`src/rtl/uart_rx_core.sv`:
```
`default_nettype none
// ============================================================================
// Module   : uart_rx_core
// Brief    : Single-clock 16x oversampling UART receiver feeding a show-ahead
//            RX FIFO of {break, framing, parity, data} entries. The receive
//            timeout is built only when UART_RX_TIMEOUT_EN is defined.
// Revision : 1.0 - initial release
// ============================================================================
module uart_rx_core #(
  parameter int MAX_DATA_BITS = 9,
  parameter int FIFO_DEPTH    = 16,
  parameter int DIV_W         = 16,
  parameter int TIMEOUT_BITS  = 32
) (
  input  logic                        PCLK,
  input  logic                        PRESETn,
  input  logic                        rx_en,
  input  logic [DIV_W-1:0]            baud_div,
  input  logic [3:0]                  data_bits,
  input  logic                        parity_en,
  input  logic                        parity_odd,
  input  logic                        stop_two,
  input  logic                        UART_RXD,
  input  logic                        rd_en,
  input  logic                        clr_overrun,
  output logic [MAX_DATA_BITS-1:0]    rd_data,
  output logic [2:0]                  rd_err,
  output logic                        rx_not_empty,
  output logic                        rx_fifo_full,
  output logic [$clog2(FIFO_DEPTH):0] fifo_level,
  output logic                        overrun,
  output logic                        timeout_flag
);

  localparam int AW = $clog2(FIFO_DEPTH);
  localparam int EW = MAX_DATA_BITS + 3;
  localparam logic [AW:0]      LVL_ONE  = 1;
  localparam logic [AW:0]      LVL_FULL = FIFO_DEPTH[AW:0];
  localparam logic [AW-1:0]    PTR_ONE  = 1;
  localparam logic [DIV_W-1:0] DIV_ONE  = 1;

  if (MAX_DATA_BITS < 5 || MAX_DATA_BITS > 9 || FIFO_DEPTH < 2 ||
      (FIFO_DEPTH & (FIFO_DEPTH - 1)) != 0 || DIV_W < 1 || TIMEOUT_BITS < 1) begin : g_param_check
    $error("uart_rx_core: illegal parameter combination");
  end

  typedef enum logic [2:0] {
    S_IDLE      = 3'd0,
    S_START     = 3'd1,
    S_DATA      = 3'd2,
    S_PARITY    = 3'd3,
    S_STOP      = 3'd4,
    S_WAIT_HIGH = 3'd5
  } state_t;

  // --------------------------------------------------------------------------
  // Input synchroniser and oversample prescaler
  // --------------------------------------------------------------------------
  logic [1:0]       sync_q;
  logic             rxs;
  logic [DIV_W-1:0] div_q, div_d;
  logic             tick;
  logic             start_det;

  assign rxs  = sync_q[1];
  assign tick = (div_q == '0);

  always_comb begin
    div_d = div_q - DIV_ONE;
    if (tick || start_det) div_d = baud_div;
  end

  always_ff @(posedge PCLK) begin
    if (!PRESETn) begin
      sync_q <= 2'b11;
      div_q  <= '0;
    end else begin
      sync_q <= {sync_q[0], UART_RXD};
      div_q  <= div_d;
    end
  end

  // --------------------------------------------------------------------------
  // Frame FSM
  // --------------------------------------------------------------------------
  state_t                   state_q, state_d;
  logic [3:0]               os_q, os_d;
  logic [1:0]               samp_q, samp_d;
  logic [3:0]               bit_cnt_q, bit_cnt_d;
  logic [MAX_DATA_BITS-1:0] data_q, data_d;
  logic                     par_err_q, par_err_d;
  logic                     frm_err_q, frm_err_d;
  logic                     zero_q, zero_d;
  logic                     stop2_q, stop2_d;
  logic                     bit_mid, bit_end, bit_val;
  logic                     push_req;
  logic [2:0]               push_err;

  assign bit_mid = tick && (os_q == 4'd9);
  assign bit_end = tick && (os_q == 4'd15);
  // 2-of-3 vote: samples from os=7 and os=8 plus the live value at os=9
  assign bit_val = (samp_q[0] & samp_q[1]) | (samp_q[0] & rxs) | (samp_q[1] & rxs);

  always_comb begin
    state_d   = state_q;
    os_d      = os_q;
    samp_d    = samp_q;
    bit_cnt_d = bit_cnt_q;
    data_d    = data_q;
    par_err_d = par_err_q;
    frm_err_d = frm_err_q;
    zero_d    = zero_q;
    stop2_d   = stop2_q;
    start_det = 1'b0;
    push_req  = 1'b0;
    push_err  = 3'b000;

    if (state_q != S_IDLE && tick) begin
      os_d = os_q + 4'd1;
      if (os_q == 4'd7) samp_d[0] = rxs;
      if (os_q == 4'd8) samp_d[1] = rxs;
    end

    unique case (state_q)
      S_IDLE: begin
        if (rx_en && !rxs) begin
          state_d   = S_START;
          start_det = 1'b1;
          os_d      = 4'd0;
          bit_cnt_d = 4'd0;
          data_d    = '0;
          par_err_d = 1'b0;
          frm_err_d = 1'b0;
          zero_d    = 1'b1;
          stop2_d   = 1'b0;
        end
      end
      S_START: begin
        if (bit_mid && bit_val)  state_d = S_IDLE;
        else if (bit_end)        state_d = S_DATA;
      end
      S_DATA: begin
        if (bit_mid) begin
          for (int i = 0; i < MAX_DATA_BITS; i++) begin
            if (bit_cnt_q == 4'(i)) data_d[i] = bit_val;
          end
          if (bit_val) zero_d = 1'b0;
        end
        if (bit_end) begin
          bit_cnt_d = bit_cnt_q + 4'd1;
          if (bit_cnt_q == data_bits - 4'd1) state_d = parity_en ? S_PARITY : S_STOP;
        end
      end
      S_PARITY: begin
        if (bit_mid) begin
          par_err_d = ((^data_q) ^ bit_val) != parity_odd;
          if (bit_val) zero_d = 1'b0;
        end
        if (bit_end) state_d = S_STOP;
      end
      S_STOP: begin
        if (bit_mid) begin
          frm_err_d = frm_err_q | ~bit_val;
          // only the first stop bit takes part in break detection
          if (!stop2_q) zero_d = zero_q & ~bit_val;
          if (!stop_two || stop2_q) begin
            push_req = 1'b1;
            push_err = {zero_d, frm_err_d, par_err_q};
            state_d  = rxs ? S_IDLE : S_WAIT_HIGH;
          end
        end else if (bit_end) begin
          stop2_d = 1'b1;
        end
      end
      S_WAIT_HIGH: begin
        if (rxs) state_d = S_IDLE;
      end
      default: state_d = S_IDLE;
    endcase

    if (!rx_en) begin
      state_d  = S_IDLE;
      push_req = 1'b0;
    end
  end

  always_ff @(posedge PCLK) begin
    if (!PRESETn) begin
      state_q   <= S_IDLE;
      os_q      <= 4'd0;
      samp_q    <= 2'b11;
      bit_cnt_q <= 4'd0;
      data_q    <= '0;
      par_err_q <= 1'b0;
      frm_err_q <= 1'b0;
      zero_q    <= 1'b0;
      stop2_q   <= 1'b0;
    end else begin
      state_q   <= state_d;
      os_q      <= os_d;
      samp_q    <= samp_d;
      bit_cnt_q <= bit_cnt_d;
      data_q    <= data_d;
      par_err_q <= par_err_d;
      frm_err_q <= frm_err_d;
      zero_q    <= zero_d;
      stop2_q   <= stop2_d;
    end
  end

  // --------------------------------------------------------------------------
  // Show-ahead RX FIFO and sticky overrun
  // --------------------------------------------------------------------------
  logic [EW-1:0] mem_q [FIFO_DEPTH];
  logic [AW-1:0] wr_ptr_q, rd_ptr_q;
  logic [AW:0]   level_q;
  logic          overrun_q;
  logic          fifo_empty, fifo_full, do_pop, do_push, ovr_set;
  logic [EW-1:0] head;

  assign fifo_empty = (level_q == '0);
  assign fifo_full  = (level_q == LVL_FULL);
  assign do_pop     = rd_en && !fifo_empty;
  // a pop in the same cycle frees the slot, so a full FIFO still accepts
  assign do_push    = push_req && (!fifo_full || do_pop);
  assign ovr_set    = push_req && fifo_full && !do_pop;

  always_ff @(posedge PCLK) begin
    if (do_push) mem_q[wr_ptr_q] <= {push_err, data_q};
  end

  always_ff @(posedge PCLK) begin
    if (!PRESETn) begin
      wr_ptr_q  <= '0;
      rd_ptr_q  <= '0;
      level_q   <= '0;
      overrun_q <= 1'b0;
    end else begin
      if (do_push) wr_ptr_q <= wr_ptr_q + PTR_ONE;
      if (do_pop)  rd_ptr_q <= rd_ptr_q + PTR_ONE;
      if (do_push && !do_pop)      level_q <= level_q + LVL_ONE;
      else if (do_pop && !do_push) level_q <= level_q - LVL_ONE;
      if (ovr_set)          overrun_q <= 1'b1;
      else if (clr_overrun) overrun_q <= 1'b0;
    end
  end

  assign head         = mem_q[rd_ptr_q];
  assign rd_data      = fifo_empty ? '0 : head[MAX_DATA_BITS-1:0];
  assign rd_err       = fifo_empty ? 3'b000 : head[EW-1 -: 3];
  assign rx_not_empty = !fifo_empty;
  assign rx_fifo_full = fifo_full;
  assign fifo_level   = level_q;
  assign overrun      = overrun_q;

  // --------------------------------------------------------------------------
  // Receive timeout
  // --------------------------------------------------------------------------
`ifdef UART_RX_TIMEOUT_EN
  localparam int TO_TICKS = TIMEOUT_BITS * 16;
  localparam int TO_W     = (TO_TICKS > 1) ? $clog2(TO_TICKS) : 1;
  localparam logic [TO_W-1:0] TO_LAST = TO_W'(TO_TICKS - 1);
  localparam logic [TO_W-1:0] TO_ONE  = 1;

  logic [TO_W-1:0] to_cnt_q;
  logic            to_flag_q;

  // counts oversample ticks, so TIMEOUT_BITS bit periods = TIMEOUT_BITS*16 ticks
  always_ff @(posedge PCLK) begin
    if (!PRESETn || !rx_en || rd_en || start_det) begin
      to_cnt_q  <= '0;
      to_flag_q <= 1'b0;
    end else if (state_q == S_IDLE && rxs && !fifo_empty && tick && !to_flag_q) begin
      to_cnt_q <= to_cnt_q + TO_ONE;
      if (to_cnt_q == TO_LAST) to_flag_q <= 1'b1;
    end
  end

  assign timeout_flag = to_flag_q;
`else
  assign timeout_flag = 1'b0;
`endif

endmodule
`default_nettype wire

```
`config.mk`:
```
export PLATFORM = sky130hd
export DESIGN_NAME = uart_rx_core
export DESIGN_NICKNAME = d
export VERILOG_FILES = /design/src/rtl/uart_rx_core.sv
export SDC_FILE = /design/constraint.sdc
export NUM_CORES = 1
export LEC_CHECK = 0
export CORE_MARGIN = 1.5
export CORE_UTILIZATION = 45
export DETAILED_ROUTE_END_ITERATION = 8
export PLACE_DENSITY = 0.59
export SLEW_MARGIN = 20
export SYNTH_ARGS = -nofsm -noshare
export SYNTH_HDL_FRONTEND = slang
export SYNTH_SLANG_ARGS = --single-unit
```
`constraint.sdc`:
```
create_clock -name PCLK -period 3.54 [get_ports PCLK]
set_clock_uncertainty 0.05 [all_clocks]
set_input_delay 0.708 -clock PCLK [delete_from_list [all_inputs] [get_ports PCLK]]
set_output_delay 0.708 -clock PCLK [all_outputs]
set_load 0.01 [all_outputs]
```
# Word-level counts from Yosys, hierarchy flattened
# Memory sizes are Yosys's and may differ from the RTL's. A register that Yosys moved wholly into a read port is not among the register bits.
# Index checks and enable logic that the tools add are counted.
[totals]
ff_bits = 58
out_inout_bits = 21
memories = 1
inputBits = 29
mem_bits_rw = 192
word_cells = 200
[mem_list]
columns = ["memory", "words", "word_bits", "rd", "rd_ports_with_merged_regs", "write_ports", "line_no", "text"]
rows = [
  ["mem_q", 16, 12, 1, 1, 1, "214", "logic [EW-1:0] mem_q [FIFO_DEPTH];"],
]
[op_classes]
mux = 64
n_eq_ne = 43
bitwise_logic = 9
n_addsub = 8
reduce_logical = 51
[op_table]
columns = ["cell", "count"]
rows = [
  ["2-to-1 mux 3 bit", 15],
  ["inequality test 2 bit, second input constant", 20],
  ["AND reduction 4 bit", 10],
  ["2-to-1 mux 1 bit", 29],
  ["2-to-1 mux 4 bit", 7],
  ["2-to-1 mux 9 bit", 3],
  ["equality test 4 x 3 -> 1 bit, second input constant", 5],
  ["case mux 3 bit (6 select lines)", 1],
  ["case mux 9 bit (2 select lines)", 1],
  ["adder 4 x 1 -> 4 bit, second input constant", 4],
  ["equality test 4 bit, second input constant", 4],
  ["logical NOT 16 bit", 1],
  ["2-to-1 mux 16 bit", 1],
  ["subtractor 16 x 1 -> 16 bit, second input constant", 1],
  ["logical AND 1 bit", 11],
  ["2-to-1 mux 5 bit", 2],
  ["nonzero test 2 bit", 5],
  ["AND reduction 3 bit", 3],
  ["parity 9 bit", 1],
  ["equality test 4 x 2 -> 1 bit, second input constant", 2],
  ["case mux 4 bit (2 select lines)", 1],
  ["AND reduction 8 bit", 1],
  ["equality test 3 x 2 -> 1 bit, second input constant", 2],
  ["equality test 3 bit, second input constant", 2],
  ["25 further kinds", 43],
]

# Logic depth before layout (Yosys ltp)
[logic_depth]
ltp_word = 11
depth_mapped = 15
depth_no_buf = 15

# Worst setup path after synthesis
# No wires, ideal clock.
[synth_path]
path_type = "register to register"
start = "register div_q[0]"
end = "register level_q[4] (netlist: fifo_level[4])"
arrival_ns = 3.003
setup_ns = 0.115
path_buffers = 0
path_slack_ns = 0.372
period_less_slack_ns = 3.168
required_ns = 3.375
path_stages_with_launch = 16
path_cell_list = "dfxtp_1 inv_1 ha_1 or3b_1 nor2_2 nand4_4 nor2_4 ha_1 inv_1 ha_1 nor2b_1 o21a_1 or3_1 a21oi_1 xor2_1 and2_1"
[synth_via]
elab_chain_len = 9
word_cells_on_any_way = 11
cone_classes = "mux (4); reduce/logical (7)"
[synth_lines]
columns = ["element", "line_no", "text"]
rows = [
  ["start: declaration", "61", "logic [DIV_W-1:0] div_q, div_d;"],
  ["start signal: assignment", "79", "div_q <= div_d;"],
  ["logical NOT 16 bit *", "66", "assign tick = (div_q == '0);"],
  ["logical AND 1 bit *", "99", "assign bit_mid = tick && (os_q == 4'd9);"],
  ["2-to-1 mux 1 bit *", "162", "if (bit_mid) begin"],
  ["2-to-1 mux 1 bit *", "124", "unique case (state_q)"],
  ["2-to-1 mux 1 bit *", "181", "if (!rx_en) begin"],
  ["logical AND 1 bit *", "225", "assign do_push = push_req && (!fifo_full || do_pop);"],
  ["net do_push", "218", "logic fifo_empty, fifo_full, do_pop, do_push, ovr_set;"],
  ["logical NOT 1 bit", "242", "else if (do_pop && !do_push) level_q <= level_q - LVL_ONE;"],
  ["logical AND 1 bit", "242", ""],
  ["nonzero test 2 bit (no line)", "n/a", ""],
  ["end signal: assignment", "241", "if (do_push && !do_pop) level_q <= level_q + LVL_ONE;"],
  ["end signal: assignment", "242", ""],
  ["end: declaration", "216", "logic [AW:0] level_q;"],
]
# The timed path passes the listed nets; every way through them passes the cells marked *.
# A chain may end at the register's enable or synchronous reset.

==> impl_metrics.env <==
export IMPL_cts_root_buf="clkbuf_16"
export IMPL_die_width_um=159
export IMPL_syn_area_um2=10900
export IMPL_cp_start_kind="flip-flop"
export IMPL_syn_to_final_growth_pct=17.7
export IMPL_power_density_nw_per_um2=637
export IMPL_yosysSeqAreaShare=0.643
export IMPL_status="finished clean"
export IMPL_synthCells=700
export IMPL_wl_per_cell_um=20.4
export IMPL_synth_warning_count=0
export IMPL_layout_common_cells="edfxtp_1 (192), mux4_2 (60), dfxtp_1 (60)"
export IMPL_maxCapViolCount=0
export IMPL_drt_iter0_drc=441
export IMPL_min_to="sync_q[1]"
export IMPL_synth_ff_type="edfxtp_1"
export IMPL_final_hold_viol_count=0
export IMPL_cts_tree="yes"
export IMPL_finalCritPeriodShare=0.958
export IMPL_ir_drop_mv=0.535
export IMPL_core_area_um2=23600
export IMPL_syn_nets=749
export IMPL_min_path_cells=1
export IMPL_final_util=0.543
export IMPL_slew_headroom=0.408
export IMPL_grt_pass1_wl_um=35400
export IMPL_setup_viol=0
export IMPL_vias=6167
export IMPL_power_leakage_nw=4.28
export IMPL_rsz0062_at_grt="no"
export IMPL_hpwl_um=14600
export IMPL_crit_type="reg2out"
export IMPL_hold_start="sync_q[0]"
export IMPL_stdcell_area_um2=12800
export IMPL_clk_pin_slew_ps=60
export IMPL_synth_area_leaders="edfxtp_1 (53%), mux4_2 (12%), dfxtp_1 (11%), xnor2_1 (2.5%), ha_1 (2.2%)"
export IMPL_grt_total_usage=0.191
export IMPL_num_io_pins=50
export IMPL_grt_max_degree=36
export IMPL_postRouteAntennaNets=0
export IMPL_synth_avg_cell_area_um2=15.6
export IMPL_drtPass1Iterations=4
export IMPL_dieArea_um2=25200
export IMPL_worst_setup_path_end_kind="output port"
export IMPL_worstPathArrival_ps=2630
export IMPL_reg2reg_slack_ps=240
export IMPL_synth_edf_count=192
export IMPL_worst_pin_slew_ps=885
export IMPL_fmax_ghz=0.295
export IMPL_final_common_cell="edfxtp_1"
export IMPL_clkSinkCount=254
export IMPL_fp_row_count=56
export IMPL_via_per_inst=5.49
export IMPL_fill_cells=1904
export IMPL_drc=0
export IMPL_finalSetupTns_ps=0
export IMPL_crit_slowest_cell="mux4_2"
export IMPL_layout_drive_gt1_share=0.195
export IMPL_place_congestion=0.849
export IMPL_grt_overflow=0
export IMPL_r2r_cells=15
export IMPL_yosysTopAreaCell="edfxtp_1"
export IMPL_h_tree_depth=1
export IMPL_ys_ff_latch=254
export IMPL_fp_dieH_um=159
export IMPL_antenna_found_initial=0
export IMPL_max_stage_delay_ps=520
export IMPL_multi_input_area_um2=3690
export IMPL_crit_family="multiplexers"
export IMPL_crit_path_cell_trace="buf_12 > mux4_2 > mux4_2 > and2_1 > dlygate4sd2_1"
export IMPL_synth_top_area_share=0.529
export IMPL_cts_made_buffers=27
export IMPL_nets=833
export IMPL_path_common_cell="mux4_2"
export IMPL_post_place_ws_ps=72.3
export IMPL_holdWs_ps=363
export IMPL_clockBufferDepth=3
export IMPL_ys_types=60
export IMPL_worst_path_buf_inv=2
export IMPL_crit_fanout=15
export IMPL_io_buffer_count=48
export IMPL_num_antenna_cells=0
export IMPL_ff_latch_area_um2=7010
export IMPL_totalWireLength_um=22900
export IMPL_timing_rr_start="div_q[0]"
export IMPL_required_ps=2780
export IMPL_place_area_um2=12000
export IMPL_maxSlewViolCount=0
export IMPL_min_path_type="reg2reg"
export IMPL_clock_latency_ps=540
export IMPL_worstReg2RegEnd="fifo_level[4]"
export IMPL_start_util=0.461
export IMPL_grt_pass1_vias=6291
export IMPL_fin_ws_ps=149
export IMPL_period_minus_slack_ps=3390
export IMPL_synthArstFlopShare=0
[cells in the mapped netlist, drive strengths merged, types with 4 or more instances]
| master | n |
|---|---|
| a21oi | 10 |
| and2 | 34 |
| buf | 18 |
| clkbuf | 12 |
| dfxtp | 62 |
| edfxtp | 192 |
| ha | 19 |
| inv | 18 |
| mux2i | 7 |
| mux4 | 60 |
| nand2 | 53 |
| nand2b | 11 |
| nand3 | 20 |
| nand4 | 6 |
| nor2 | 34 |
| nor2b | 4 |
| nor3 | 14 |
| nor4 | 11 |
| o211a | 15 |
| o21a | 4 |
| o21ai | 18 |
| o31ai | 4 |
| xnor2 | 31 |
| xor2 | 10 |
[state kept, by name (all words and copies together), names as in the netlist, 2 cells and up, named ones only]
register,count
bit_cnt_q,4
data_q,9
div_q,16
fifo_level,5
mem_q,192
os_q,4
rd_ptr_q,4
samp_q,2
state_q,3
sync_q,2
wr_ptr_q,4
[cell type report]
| type | count | area share |
|---|---|---|
| repair buffers | 85 | 0.0624 |
| flip-flops and latches | 254 | 0.547 |
| clock buffers | 34 | 0.0555 |
| clock inverters | 16 | 0.0108 |
| multi-input cells | 398 | 0.288 |
| inverters | 18 | 0.00527 |
| well taps | 319 | 0.0311 |
[layer usage]
layer / vias to the layer above / GRT usage / part of all wire
li1: 2842 / - / -
met1: 3124 / 0.255 / 0.43
met2: 163 / 0.327 / 0.50
met3: 38 / 0.0272 / 0.045
met4: 0 / 0.0565 / 0.022
met5: - / 0 / 0
[per-stage QoR]
step | total power, mW | cells
global placement | 5.57 | 1073
floorplan | 4.89 | 700
global route | 8.59 | 1124
detailed placement | 5.60 | 1073
CTS | 8.25 | 1124
finish | 8.17 | 1124
[report_power, final]
part | total (mW) | switching (mW) | internal (mW)
Clock | 2.69 | 1.12 | 1.57
Combinational | 2.00 | 0.963 | 1.04
Sequential | 3.48 | 0.187 | 3.29
[how the worst max path moves through the flow]
stage	to	slack [ps]	cells past startpoint
detailed placement	fifo_level[4]	70	12
floorplan	fifo_level[4]	370	15
finish	rd_err[1]	150	5
CTS	rd_err[2]	10	5
global placement	fifo_level[4]	110	12
global route	fifo_level[4]	10	15
[cells by family after synthesis]
group	share of synthesized area
muxes	0.130
and+or+nand+nor	0.106
adders and majority gates	0.0246
xor gates and xnor gates	0.0330
AOI/OAI and AO/OA	0.0419
DFF	0.643
buffers and inverters	0.0204
other	0.000344
[worst reg2reg max path: stages, from the launching register on]
cell and delay, ps:
dfxtp_1 340, inv_1 70, ha_1 190, or3b_4 440
nor2_4 160, nand4_4 140, nor2_4 170, ha_2 230
inv_1 100, ha_1 300, nor2b_1 130, o21a_1 170
or3_1 300, a21oi_1 180, xor2_1 80, and2_1 150
[what timing repair did]
item                                    in CTS  in global routing
hold buffers                                 0                  0
pin swaps                                    0                  1
endpoints found under the setup margin      11                  2
setup buffers                                1                  0
resized for setup                           12                  5
No activity file was read; power rests on OpenSTA's default activity.
